<file path="config.mk">
export PLATFORM = sky130hd
export DESIGN_NAME = mem_wb_stage
export DESIGN_NICKNAME = d
export VERILOG_FILES = /design/src/rtl/mem_wb_stage.sv
export SDC_FILE = /design/constraint.sdc
export NUM_CORES = 1
export LEC_CHECK = 0
export CAP_MARGIN = 20
export CORE_ASPECT_RATIO = 1.25
export CORE_MARGIN = 2
export CORE_UTILIZATION = 49
export DETAILED_ROUTE_END_ITERATION = 12
export GPL_TIMING_DRIVEN = 0
export PLACE_DENSITY = 0.95
export SYNTH_ARGS = -nofsm -noshare
export SYNTH_HDL_FRONTEND = slang
export SYNTH_SLANG_ARGS = --single-unit
</file>
<file path="constraint.sdc">
create_clock -name clk -period 2.49 [get_ports clk]
set_clock_uncertainty 0.15 [all_clocks]
set_input_delay 0.498 -clock clk [delete_from_list [all_inputs] [get_ports clk]]
set_output_delay 0.498 -clock clk [all_outputs]
set_load 0.02 [all_outputs]
</file>
<file path="src/rtl/mem_wb_stage.sv">
// mem_wb_stage: MIPS memory-access stage with req/ack data port, stall generation and MEM/WB register.
// Optional feature: define MEM_ALIGN_CHECK_EN to reject word-misaligned accesses (adds misalign_err).
`default_nettype none

module mem_wb_stage #(
  parameter int WAIT_W   = 8,
  parameter int MAX_WAIT = 200
) (
  input  logic        clk,
  input  logic        rst_n,
  input  logic        RegWriteM,
  input  logic        MemtoRegM,
  input  logic        MemWriteM,
  input  logic [31:0] ALUOutM,
  input  logic [31:0] WriteDataM,
  input  logic [4:0]  WriteRegM,
  output logic        dmem_req,
  output logic        dmem_we,
  output logic [31:0] dmem_addr,
  output logic [31:0] dmem_wdata,
  input  logic [31:0] dmem_rdata,
  input  logic        dmem_ack,
  output logic        StallM,
  output logic        RegWriteW,
  output logic        MemtoRegW,
  output logic [31:0] ReadDataW,
  output logic [31:0] ALUOutW,
  output logic [4:0]  WriteRegW,
  output logic        timeout_err
`ifdef MEM_ALIGN_CHECK_EN
  ,
  output logic        misalign_err
`endif
);

  typedef enum logic [0:0] {
    S_IDLE = 1'b0,
    S_WAIT = 1'b1
  } state_t;

  localparam logic [WAIT_W-1:0] C_LAST_WAIT = WAIT_W'(MAX_WAIT - 1);

  state_t            r_state;
  state_t            w_state_nxt;
  logic [WAIT_W-1:0] r_cnt;
  logic [WAIT_W-1:0] w_cnt_nxt;

  // Hold registers capture the access and its M-stage controls for the wait.
  logic [31:0] r_h_addr;
  logic [31:0] r_h_wdata;
  logic        r_h_we;
  logic        r_h_regwrite;
  logic        r_h_memtoreg;
  logic [4:0]  r_h_writereg;

  logic        r_regwrite_w;
  logic        r_memtoreg_w;
  logic [31:0] r_readdata_w;
  logic [31:0] r_aluout_w;
  logic [4:0]  r_writereg_w;
  logic        r_timeout;

  logic        w_memop_raw;
  logic        w_misalign;
  logic        w_memop;
  logic        w_req;
  logic        w_we;
  logic [31:0] w_addr;
  logic [31:0] w_wdata;
  logic        w_stall;
  logic        w_latch;
  logic        w_timeout;
  logic        w_bubble;

  logic        w_regwrite_n;
  logic        w_memtoreg_n;
  logic [31:0] w_readdata_n;
  logic [31:0] w_aluout_n;
  logic [4:0]  w_writereg_n;

  assign w_memop_raw = MemWriteM | MemtoRegM;

`ifdef MEM_ALIGN_CHECK_EN
  assign w_misalign = w_memop_raw & (|ALUOutM[1:0]);
`else
  assign w_misalign = 1'b0;
`endif

  assign w_memop = w_memop_raw & ~w_misalign;

  always_comb begin
    w_state_nxt  = r_state;
    w_cnt_nxt    = r_cnt;
    w_req        = 1'b0;
    w_we         = MemWriteM;
    w_addr       = ALUOutM;
    w_wdata      = WriteDataM;
    w_stall      = 1'b0;
    w_latch      = 1'b0;
    w_timeout    = 1'b0;
    w_bubble     = 1'b0;
    w_regwrite_n = RegWriteM;
    w_memtoreg_n = MemtoRegM;
    w_readdata_n = 32'd0;
    w_aluout_n   = ALUOutM;
    w_writereg_n = WriteRegM;

    case (r_state)
      S_IDLE: begin
        w_req = w_memop;
        if (w_memop) begin
          if (dmem_ack) begin
            w_regwrite_n = RegWriteM & ~MemWriteM;
            w_readdata_n = MemWriteM ? 32'd0 : dmem_rdata;
          end else begin
            w_stall     = 1'b1;
            w_latch     = 1'b1;
            w_cnt_nxt   = '0;
            w_state_nxt = S_WAIT;
            w_bubble    = 1'b1;
          end
        end else if (w_misalign) begin
          w_bubble = 1'b1;
        end
      end

      S_WAIT: begin
        w_req     = 1'b1;
        w_we      = r_h_we;
        w_addr    = r_h_addr;
        w_wdata   = r_h_wdata;
        w_cnt_nxt = r_cnt + WAIT_W'(1);
        if (dmem_ack) begin
          w_state_nxt  = S_IDLE;
          w_regwrite_n = r_h_regwrite & ~r_h_we;
          w_memtoreg_n = r_h_memtoreg;
          w_readdata_n = r_h_we ? 32'd0 : dmem_rdata;
          w_aluout_n   = r_h_addr;
          w_writereg_n = r_h_writereg;
        end else if (r_cnt == C_LAST_WAIT) begin
          // Abort: release the pipeline and let the stuck instruction fall out as a bubble.
          w_timeout   = 1'b1;
          w_state_nxt = S_IDLE;
          w_bubble    = 1'b1;
        end else begin
          w_stall  = 1'b1;
          w_bubble = 1'b1;
        end
      end

      default: begin
        w_state_nxt = S_IDLE;
        w_bubble    = 1'b1;
      end
    endcase

    if (w_bubble) begin
      w_regwrite_n = 1'b0;
      w_memtoreg_n = 1'b0;
      w_readdata_n = 32'd0;
      w_aluout_n   = 32'd0;
      w_writereg_n = 5'd0;
    end
  end

  always_ff @(posedge clk or negedge rst_n) begin
    if (!rst_n) begin
      r_state <= S_IDLE;
      r_cnt   <= '0;
    end else begin
      r_state <= w_state_nxt;
      r_cnt   <= w_cnt_nxt;
    end
  end

  always_ff @(posedge clk or negedge rst_n) begin
    if (!rst_n) begin
      r_h_addr     <= 32'd0;
      r_h_wdata    <= 32'd0;
      r_h_we       <= 1'b0;
      r_h_regwrite <= 1'b0;
      r_h_memtoreg <= 1'b0;
      r_h_writereg <= 5'd0;
    end else if (w_latch) begin
      r_h_addr     <= ALUOutM;
      r_h_wdata    <= WriteDataM;
      r_h_we       <= MemWriteM;
      r_h_regwrite <= RegWriteM;
      r_h_memtoreg <= MemtoRegM;
      r_h_writereg <= WriteRegM;
    end
  end

  always_ff @(posedge clk or negedge rst_n) begin
    if (!rst_n) begin
      r_regwrite_w <= 1'b0;
      r_memtoreg_w <= 1'b0;
      r_readdata_w <= 32'd0;
      r_aluout_w   <= 32'd0;
      r_writereg_w <= 5'd0;
      r_timeout    <= 1'b0;
    end else begin
      r_regwrite_w <= w_regwrite_n;
      r_memtoreg_w <= w_memtoreg_n;
      r_readdata_w <= w_readdata_n;
      r_aluout_w   <= w_aluout_n;
      r_writereg_w <= w_writereg_n;
      r_timeout    <= w_timeout;
    end
  end

`ifdef MEM_ALIGN_CHECK_EN
  logic r_misalign;

  always_ff @(posedge clk or negedge rst_n) begin
    if (!rst_n) begin
      r_misalign <= 1'b0;
    end else begin
      r_misalign <= (r_state == S_IDLE) & w_misalign;
    end
  end

  assign misalign_err = r_misalign;
`endif

  // Request and stall are combinational, so gate them with reset to drop them immediately.
  assign dmem_req    = w_req & rst_n;
  assign StallM      = w_stall & rst_n;
  assign dmem_we     = w_we;
  assign dmem_addr   = w_addr;
  assign dmem_wdata  = w_wdata;
  assign RegWriteW   = r_regwrite_w;
  assign MemtoRegW   = r_memtoreg_w;
  assign ReadDataW   = r_readdata_w;
  assign ALUOutW     = r_aluout_w;
  assign WriteRegW   = r_writereg_w;
  assign timeout_err = r_timeout;

endmodule

`default_nettype wire

</file>
## After elaboration in Yosys (flattened, before gate mapping)

Index checks and enable logic that the tools add are counted.

- Output and inout bits: 139
- Memory bits (read-only): 0
- RAM bits: 0
- Latch bits: 0
- Register bits: 153
- Bits of input ports: 107
- Memories kept: 0
- Word-level logic and storage cells: 65

- Multiplexer cells: 38
- Eq/ne operators: 3
- Order comparisons: 0
- Multipliers: 0
- Div/mod/pow operators: 0
- Bitwise operators: 8
- Shift operators: 0
- Reductions and logical operators: 1
- Add/subtract/negate cells: 1

Operators by type and width:

| cell | number |
|---|---|
| $mux W32 | 11 |
| $pmux W32 S2 | 1 |
| $mux W1 | 16 |
| $mux W8 | 2 |
| $pmux W8 S2 | 1 |
| $mux W5 | 3 |
| $add A8 B1 Y8 const B | 1 |
| $eq A8 B8 Y1 const B | 1 |
| $pmux W1 S2 | 4 |
| $and A1 B1 Y1 | 4 |
| $ne A2 B2 Y1 const B | 2 |
| $not A1 Y1 | 3 |
| $reduce_and A2 Y1 | 1 |
| $or A1 B1 Y1 | 1 |

## Logic depth before layout (Yosys ltp)

Gate-level depths: netlist (run 1).

- Depth after elaboration: 6
- Mapped depth: 6
- Mapped depth without buffers: 4

## Least setup slack after synthesis (run 1)

OpenSTA, ideal clock, no wires.

- Path type: register to output
- From: reg r_state
- To: out dmem_addr[10]
- Slack: 0.597 ns
- Data required time: 1.842 ns
- Data arrival time: 1.245 ns
- Stages on the path, launching flop included: 4
- Buffers on the path: 2
- Path through: dfrtp_1 > buf_6 > buf_2 > mux2_2

- Cells in the longest elaborated chain, start to end: 1

RTL lines:

| item | RTL line | source |
|---|---|---|
| start: declaration | 43 | `state_t r_state;` |
| start signal: assignment | 171 | `r_state <= w_state_nxt;` |
| $mux W32 | 108 | `case (r_state)` |
| end: declaration | 19 | `output logic [31:0] dmem_addr,` |

Every way passes these cells.

## Final worst setup path (run 1)

- From: reg r_state
- To: out dmem_addr[9]

Same word-level chain as after synthesis.

==> run metrics, run 1 <==
RSZ-0062 raised after global routing=true; final setup margin=~0.032 ns; Longest Clk Path Bufs=2; Ys Warns=0; syn avg cell area=approximately 14 um^2; Final nets=about 900; share of layout cells above drive strength 1=0.341; total negative slack=0 ns; initial core utilization=0.501; status=finished with violations; min-delay worst type=input pin to async pin; Crit Path Class=flop to primary output; Worst Path Arrival=between 1.5 and 2 ns; CTS Buf Count=17; Synth area leaders=dfrtp_1, mux2_4, mux2_2; Crit. End Element=primary output; Seq/Total Area, Yosys=0.553; DP Worst Slack=-0.787 ns; CP cell instances=buf_12 > buf_8 > mux2_2 > clkdlybuf4s15_1; antenna cells=0; routed vias=~5000; Clk Latency, worst-skew pair=around 0.42 ns; Peak Freq=slightly above 400 MHz; Final Hold Vio Count=64; gpl congestion=between 0.7 and 0.8; clk sink count=between 150 and 200; biggest cell delay along the critical path=approximately 0.43 ns; peak supply drop=between 0.5 and 0.6 mV; core area=approximately 14000 um^2; CTS Root Cell=clkbuf_16; DR WL/cell=around 19 um; Critical-path top delay cell=dfrtp_2; Die Span Y=about 140 um; Die W=~110 um; syn nets=620; Leak Pwr=roughly 4.6 nW; first-pass GRT wire length=approximately 28 mm; Mapped Area=approximately 7000 um^2; fin crit period=around 2.5 ns; initial drt markers=202; max_slew headroom=0.661; num ports=roughly 250; grt ovf=0; Required @ worst endpoint=~1.8 ns; die area=about 15000 um^2; Post-DP HPWL=between 10 and 15 mm; CTS tree=yes; initial antenna violation count=0; Power per Cell Area=~740 nW/um^2; final setup vio count=0; CTS H-tree lvls=4; Gate Count Post-Synth=around 510; Layout area overhead=45.0%; worst hold margin=-0.196 ns; Max Cap Viol=0; final wirelength=between 15 and 20 mm; FF+latch count, synth=approximately 150; worst-margin pin slew=just over 0.5 ns; most common cell after layout, fill and taps aside=clkdlybuf4s50_1; number of placement rows=48; largest net degree at the start of global routing=90; CP max FO=10; Worst Setup Start Kind=flop; First-pass DRT Iterations=4; max-slew violations=0; port bufs=244; Final ANT Viol Nets=0; final period utilization=0.987; Yosys top cell by area=dfrtp_1; commonest non-fill, non-tap cells in the layout=clkdlybuf4s50_1, dfrtp_1, nand2_1, mux2_4, mux2_2; DRC=0; Yosys cell types=34; failing checks=negative hold slack; vias in the first global route=around 5400; vias per cell=about 5.2; Synth top area share=0.553; GR Util All Layers=0.251; CTS clock-pin slew for the worst setup and hold paths=~0.060 ns
## layer usage
| metal | GRT usage | vias up | share of wire |
|---|---|---|---|
| li1 | - | 2288 | - |
| met1 | 0.278 | 2468 | 0.36 |
| met2 | 0.434 | 221 | 0.52 |
| met3 | 0.0824 | 47 | 0.080 |
| met4 | 0.118 | 0 | 0.035 |
| met5 | 0 | - | 0 |
## logic make-up (layout without fill, tap and decap cells)
kind of cell	Yosys count	in the layout	share of synthesized area
flops	153	153	0.553
fa+ha+maj	1	1	0.00181
simple gates	136	136	0.0967
compound gates	49	49	0.0399
buf+inv	31	311	0.0410
xor+xnor	1	1	0.00126
mux	141	141	0.266
## power by group
group          switching (mW)  internal [mW]
sequential              0.213           2.82
clock                    1.01           1.49
combinational           0.872          0.994
## worst max-delay path, delay by kind of cell, from the launching register on
family,cells,cell delay [ns]
muxes,1,0.34
buffers and inverters,3,0.62
DFF,1,0.43
## flip-flops by register name (all words and copies together), names as in the netlist
register	flops
MemtoRegW	1
r_h_addr	32
RegWriteW	1
r_state	1
WriteRegW	5
r_h_regwrite	1
timeout_err	1
r_h_we	1
r_h_wdata	32
r_h_writereg	5
ReadDataW	32
r_cnt	8
r_h_memtoreg	1
ALUOutW	32
## per-stage QoR
stage               instance area [um^2]  cells   util  total power [mW]  hold slack, ns
finish                             10000    967  0.727              7.40          -0.196
global route                       10000    967  0.727              7.70          -0.171
CTS                                10300    966  0.743              7.47          -0.116
detailed placement                  9620    932  0.696              5.02           0.338
global placement                    9590    931  0.694              4.93           0.311
floorplan                           6930    512      -              4.09          0.0524
## repair_timing
item,CTS,global route
setup buffers,2,1
endpoints found under the setup margin,67,57
pin swaps,1,0
gates resized for setup,136,96
endpoints found under the hold margin,64,64
## path summary, 6_finish.rpt
kind / to / start / cells past startpoint / slack [ns]
hold / removal: ALUOutW[18] / rst_n / 1 / -0.20
hold reg to reg: ALUOutW[28] / r_h_addr[28] / 2 / 0.35
setup / recovery: dmem_addr[9] / r_state / 4 / 0.03
setup reg to reg: ALUOutW[24] / r_state / 5 / 0.65
min in group clk: timeout_err / dmem_ack / 2 / 0.16
max in group asynchronous: r_h_wdata[27] / rst_n / 2 / 1.63
## cell type report
cell class              instances  area, um^2
flip-flops and latches        153        3830
fillers                       920        3770
multi-input cells             328        2850
repair buffers                248        2210
clock buffers                  20         447
plain buffers                  31         353
well taps                     175         219
clock inverters                12         126
## synthesized netlist by cell type
| master | number |
|---|---|
| a21oi_1 | 5 |
| and2_1 | 34 |
| and3_1 | 2 |
| buf_1 | 1 |
| buf_12 | 7 |
| buf_2 | 7 |
| buf_4 | 6 |
| buf_6 | 3 |
| clkbuf_1 | 7 |
| dfrtp_1 | 153 |
| ha_1 | 1 |
| mux2_2 | 67 |
| mux2_4 | 70 |
| mux2i_1 | 4 |
| nand2_1 | 82 |
| nand2_2 | 1 |
| nand2b_1 | 1 |
| nand3_1 | 2 |
| nand4_1 | 2 |
| nand4_4 | 1 |
| nand4b_1 | 1 |
| nor2_1 | 3 |
| nor2_8 | 1 |
| nor2b_1 | 3 |
| nor3_1 | 1 |
| nor3b_1 | 1 |
| nor4b_1 | 1 |
| o211ai_1 | 1 |
| o21a_1 | 1 |
| o21ai_0 | 37 |
| o21bai_4 | 1 |
| o221ai_1 | 2 |
| o31ai_1 | 2 |
| xor2_1 | 1 |
No activity file was read; power rests on OpenSTA's default activity.
==> run 2, diff against run 1 <==
--- a/config.mk
+++ b/config.mk
@@ -12,6 +12,7 @@
 export DETAILED_ROUTE_END_ITERATION = 12
 export GPL_TIMING_DRIVEN = 0
 export PLACE_DENSITY = 0.95
+export RECOVER_POWER = 100
 export SYNTH_ARGS = -nofsm -noshare
 export SYNTH_HDL_FRONTEND = slang
 export SYNTH_SLANG_ARGS = --single-unit
==> run metrics, run 2 (synthesis results as in run 1) <==
Power per Cell Area=738 nW/um^2 (was 737 nW/um^2); gpl congestion=0.774 (unchanged); Clk pwr share=0.338 (about the same); grt ovf=0 (unchanged); Final ANT Viol Nets=0 (unchanged); CP max FO=10 (unchanged); DP Worst Slack=-0.787 ns (unchanged); Max Cap Viol=0 (unchanged); number of placement rows=48 (unchanged); fin crit period=2.46 ns (about the same); failing checks=negative hold slack (unchanged); Longest Clk Path Bufs=2 (unchanged); core area=13800 um^2 (unchanged); clk sink count=153 (unchanged); min-delay worst type=input pin to async pin (unchanged); Die Span Y=137 um (unchanged); RSZ-0062 raised after global routing=true (unchanged); vias in the first global route=5426 (unchanged); Flop pwr share=0.410 (about the same); Clk Latency, worst-skew pair=0.42 ns (about the same); largest net degree at the start of global routing=90 (unchanged); Peak Freq=407 MHz (about the same); R2R Setup Slk=0.66 ns (was 0.65 ns); final setup vio count=0 (unchanged); first-pass GRT wire length=28.2 mm (unchanged); antenna cells=0 (unchanged); status=finished with violations (unchanged); Die W=110 um (unchanged); Crit. End Element=primary output (unchanged); Worst Path Arrival=1.81 ns (about the same); combinational power share=0.252 (about the same); final setup margin=0.0324 ns (was 0.0323 ns); CTS Root Cell=clkbuf_16 (unchanged); Layout area overhead=44.7% (was 45.0%); Final Hold Vio Count=64 (unchanged); Leak Pwr=4.55 nW (was 4.56 nW); vias per cell=5.21 (was 5.20); final period utilization=0.987 (about the same); commonest non-fill, non-tap cells in the layout=clkdlybuf4s50_1, dfrtp_1, nand2_1, mux2_4, mux2_2 (unchanged); DRC=0 (unchanged); routed vias=5037 (was 5024); die area=15100 um^2 (unchanged); GR Util All Layers=0.251 (unchanged); Post-DP HPWL=13.3 mm (unchanged); Inst Count DP=932 (unchanged); worst hold margin=-0.202 ns (was -0.196 ns); initial drt markers=200 (was 202); max-slew violations=0 (unchanged); CTS Buf Count=17 (unchanged); Final Non-Filler Cells=967 (unchanged); CTS H-tree lvls=4 (unchanged); num ports=246 (unchanged); initial antenna violation count=0 (unchanged); CTS clock-pin slew for the worst setup and hold paths=0.06 ns (about the same); Worst Setup Start Kind=flop (unchanged); CTS tree=yes (unchanged); peak supply drop=0.577 mV (about the same); Final nets=887 (unchanged); most common cell after layout, fill and taps aside=clkdlybuf4s50_1 (unchanged); max_slew headroom=0.204 (was 0.661); switching pwr=2.09 mW (about the same); Required @ worst endpoint=1.84 ns (about the same); share of layout cells above drive strength 1=0.341 (unchanged); final wirelength=18.5 mm (about the same); Crit Path Class=flop to primary output (unchanged); Total Power=7.39 mW (was 7.40 mW); worst-margin pin slew=1.19 ns (was 0.509 ns); First-pass DRT Iterations=4 (unchanged); switch share=0.283 (about the same); initial core utilization=0.501 (unchanged); port bufs=244 (unchanged); P_int=5.30 mW (was 5.31 mW); DR WL/cell=19.1 um (about the same); Finished Core Util=0.726 (was 0.727)
## run 2: path summary, 6_finish.rpt
kind                              startpoint             to  depth (start not counted)
min in group clk                    dmem_ack    timeout_err                          2
worst min-delay path                   rst_n    ALUOutW[18]                          1
worst max-delay path                 r_state   dmem_addr[9]                          4
max in group asynchronous              rst_n  r_h_wdata[27]                          2
worst min register to register  r_h_addr[28]    ALUOutW[28]                          2
worst max register to register       r_state    ALUOutW[24]                          5
## run 2: power by group through the flow
stage,registers (mW),clock network (mW),logic [mW]
5_1_grt,3.07,2.65,1.99
3_3_place_gp,3.04,0,1.89
3_5_place_dp,3.07,0,1.95
2_1_floorplan,3.13,0,0.966
6_report,3.03,2.50,1.86
4_1_cts,3.03,2.53,1.91
## run 2: final cells by class
type	instances	area, um^2
Buffer	31	353
Clock buffer	20	447
Clock inverter	12	126
Fill cell	922	3790
Multi-Input combinational cell	328	2850
Sequential cell	153	3830
Tap cell	175	219
Timing Repair Buffer	248	2190
## run 2: through the flow
step           setup TNS (ns)  cell area, um^2
2_1_floorplan               0             6930
3_3_place_gp          -779.87             9590
3_5_place_dp            -4.27             9620
4_1_cts                     0            10300
5_1_grt               -0.0238            10000
6_report                    0            10000
## run 2: worst max-delay path: stages, from the launching register on
cell,delay (ns)
dfrtp_2,0.43
buf_12,0.17
buf_8,0.16
mux2_2,0.34
clkdlybuf4s15_1,0.29
## run 2: routing by layer
metal	track usage	up-vias	share of wire	wire length [um]
met5	0	-	0	0
met3	0.0824	52	0.081	1490
met4	0.118	0	0.037	677
li1	-	2288	-	-
met2	0.434	226	0.52	9580
met1	0.278	2471	0.36	6720
## run 2: what timing repair did
action | CTS | global route
setup buffers | 2 | 1
endpoints found under the setup margin | 67 | 57
pin swaps | 1 | 0
resized for setup | 136 | 96
endpoints found under the hold margin | 64 | 64
==> run 3, diff against run 2 <==
--- a/config.mk
+++ b/config.mk
@@ -7,11 +7,11 @@
 export LEC_CHECK = 0
 export CAP_MARGIN = 20
 export CORE_ASPECT_RATIO = 1.25
-export CORE_MARGIN = 2
-export CORE_UTILIZATION = 49
+export CORE_MARGIN = 3
+export CORE_UTILIZATION = 25
 export DETAILED_ROUTE_END_ITERATION = 12
 export GPL_TIMING_DRIVEN = 0
-export PLACE_DENSITY = 0.95
+export PLACE_DENSITY = 0.6
 export RECOVER_POWER = 100
 export SYNTH_ARGS = -nofsm -noshare
 export SYNTH_HDL_FRONTEND = slang
==> run metrics, run 3 (synthesis results as in run 1) <==
final period utilization=0.974 (was 0.987); Die W=155 um (was 110 um); Worst Setup Start Kind=flop (unchanged); core area=27100 um^2 (was 13800 um^2); vias per cell=4.26 (was 5.21); Inst Count DP=1102 (was 932); first-pass GRT wire length=30.6 mm (was 28.2 mm); worst path bufs/invs=3 (unchanged); worst-margin pin slew=1.19 ns (about the same); antenna cells=0 (unchanged); First-pass DRT Iterations=4 (unchanged); initial drt markers=172 (was 200); port bufs=244 (unchanged); final wirelength=19.5 mm (was 18.5 mm); most common cell after layout, fill and taps aside=clkdlybuf4s50_1 (unchanged); GR Util All Layers=0.133 (was 0.251); Final nets=887 (unchanged); grt ovf=0 (unchanged); RSZ-0062 raised after global routing=true (unchanged); Worst R2R Path Depth=6 (was 5); failing checks=negative hold slack (unchanged); CP cell instances=buf_12 > buf_8 > mux2_2 > clkdlybuf4s15_1 (unchanged); max-slew violations=0 (unchanged); Worst Path Arrival=1.78 ns (was 1.81 ns); worst reg2reg startpoint=r_state (unchanged); Final ANT Viol Nets=0 (unchanged); Critical-path top delay cell=dfrtp_2 (unchanged); peak supply drop=0.437 mV (was 0.577 mV); CP max FO=10 (unchanged); initial antenna violation count=0 (unchanged); Max Cap Viol=0 (unchanged); Crit. Startpoint=r_state (unchanged); worst hold margin=-0.186 ns (was -0.202 ns); largest net degree at the start of global routing=83 (was 90); CTS Buf Count=17 (unchanged); Clk Latency, worst-skew pair=0.42 ns (about the same); R2R Setup Slk=0.50 ns (was 0.66 ns); Required @ worst endpoint=1.84 ns (about the same); fill count=2619 (was 922); DRC=0 (unchanged); Die Span Y=192 um (was 137 um); Peak Freq=412 MHz (was 407 MHz); biggest cell delay along the critical path=0.38 ns (was 0.43 ns); CTS clock-pin slew for the worst setup and hold paths=0.07 ns (was 0.06 ns); Crit Path Class=flop to primary output (unchanged); CTS tree=yes (unchanged); commonest non-fill, non-tap cells in the layout=clkdlybuf4s50_1, dfrtp_1, nand2_1, mux2_4, mux2_2 (unchanged); min-delay worst type=input pin to async pin (unchanged); share of layout cells above drive strength 1=0.307 (was 0.341); fin crit period=2.43 ns (was 2.46 ns); initial core utilization=0.256 (was 0.501); Final Hold Vio Count=71 (was 64); routed vias=4841 (was 5037); Post-DP HPWL=13.9 mm (was 13.3 mm); clk sink count=153 (unchanged); vias in the first global route=5218 (was 5426); max_slew headroom=0.204 (about the same); num ports=246 (unchanged); CP Capture Point=dmem_wdata[19] (was dmem_addr[9]); Leak Pwr=4.63 nW (was 4.55 nW); DR WL/cell=17.2 um (was 19.1 um); CTS H-tree lvls=4 (unchanged); gpl congestion=0.721 (was 0.774); status=finished with violations (unchanged); Crit. path cell count=4 (unchanged); die area=29700 um^2 (was 15100 um^2); Crit. End Element=primary output (unchanged); final setup vio count=0 (unchanged); Longest Clk Path Bufs=2 (unchanged); Power per Cell Area=744 nW/um^2 (was 738 nW/um^2); Final Non-Filler Cells=1137 (was 967); CTS Root Cell=clkbuf_16 (unchanged); Layout area overhead=51.3% (was 44.7%); number of placement rows=67 (was 48); worst r2r dst=ALUOutW[25] (was ALUOutW[24]); Crit path max-delay family=buffers and inverters (unchanged)
-- run 3: cell types whose count changed in the layout (fill, tap and decap cells not counted), sizes merged --
cell,before,now
clkbuf,86,53
clkdlybuf4s15,9,36
bufinv,2,5
dlygate4sd2,0,3
clkinvlp,5,3
inv,0,2
buf,29,30
clkdlybuf4s50,175,174
clkinv,5,4
dlymetal6s2s,0,1
-- run 3: metrics by stage --
step	cell area (um^2)	setup WS [ns]	power [mW]	setup TNS, ns	utilization
CTS	10500	-0.0172	7.94	-0.0946	0.390
detailed placement	9830	-0.912	5.02	-7.85	0.363
global placement	9800	-6.02	5.00	-935.77	0.362
floorplan	6930	0.597	4.09	0	-
finish	10500	0.0646	7.80	0	0.387
global route	10500	-0.0100	8.18	-0.0477	0.387
-- run 3: worst min path at each step --
| stage | end | slack (ns) | cells past startpoint |
|---|---|---|---|
| floorplan | ALUOutW[0] | 0.05 | 0 |
| global placement | r_cnt[7] | 0.32 | 1 |
| detailed placement | r_cnt[7] | 0.33 | 1 |
| CTS | r_h_addr[22] | -0.1 | 1 |
| global route | ALUOutW[25] | -0.17 | 1 |
| finish | r_h_addr[22] | -0.19 | 1 |
-- run 3: power by group --
part	switching, mW	internal, mW
clock	1.12	1.79
combinational	0.854	1.02
sequential	0.195	2.82
-- run 3: per-layer routing --
metal	vias up	share of wire	global-route usage	routed length, um
met5	-	0	0	0
met4	0	0.020	0.0466	382
met3	16	0.055	0.0345	1080
met2	145	0.51	0.223	9960
met1	2390	0.41	0.167	8100
li1	2290	-	-	-
-- run 3: layout make-up --
type                       count  area [um^2]  share of cell area
buffer                        30          367              0.0350
sequential                   153         3830               0.366
clock buffer                  18          429              0.0410
clock inverter                14          221              0.0211
tap                          345          432              0.0412
multi-input combinational    328         2840               0.271
timing repair buffer         249         2350               0.225
-- run 3: what timing repair did --
item	4_1_cts	5_1_grt
buffers inserted	3	1
cloned	0	0
endpoints found under the setup margin	67	57
pin swaps	2	1
hold endpoints to repair	71	71
resized for setup	134	75
-- run 3: worst reg2reg max path: cells and delay by family (launching register included) --
kind	cells	cell delay [ns]
buffers and inverters	3	0.75
flip-flops	1	0.38
AND/OR/NAND/NOR	2	0.36
AO/OA/AOI/OAI	1	0.19
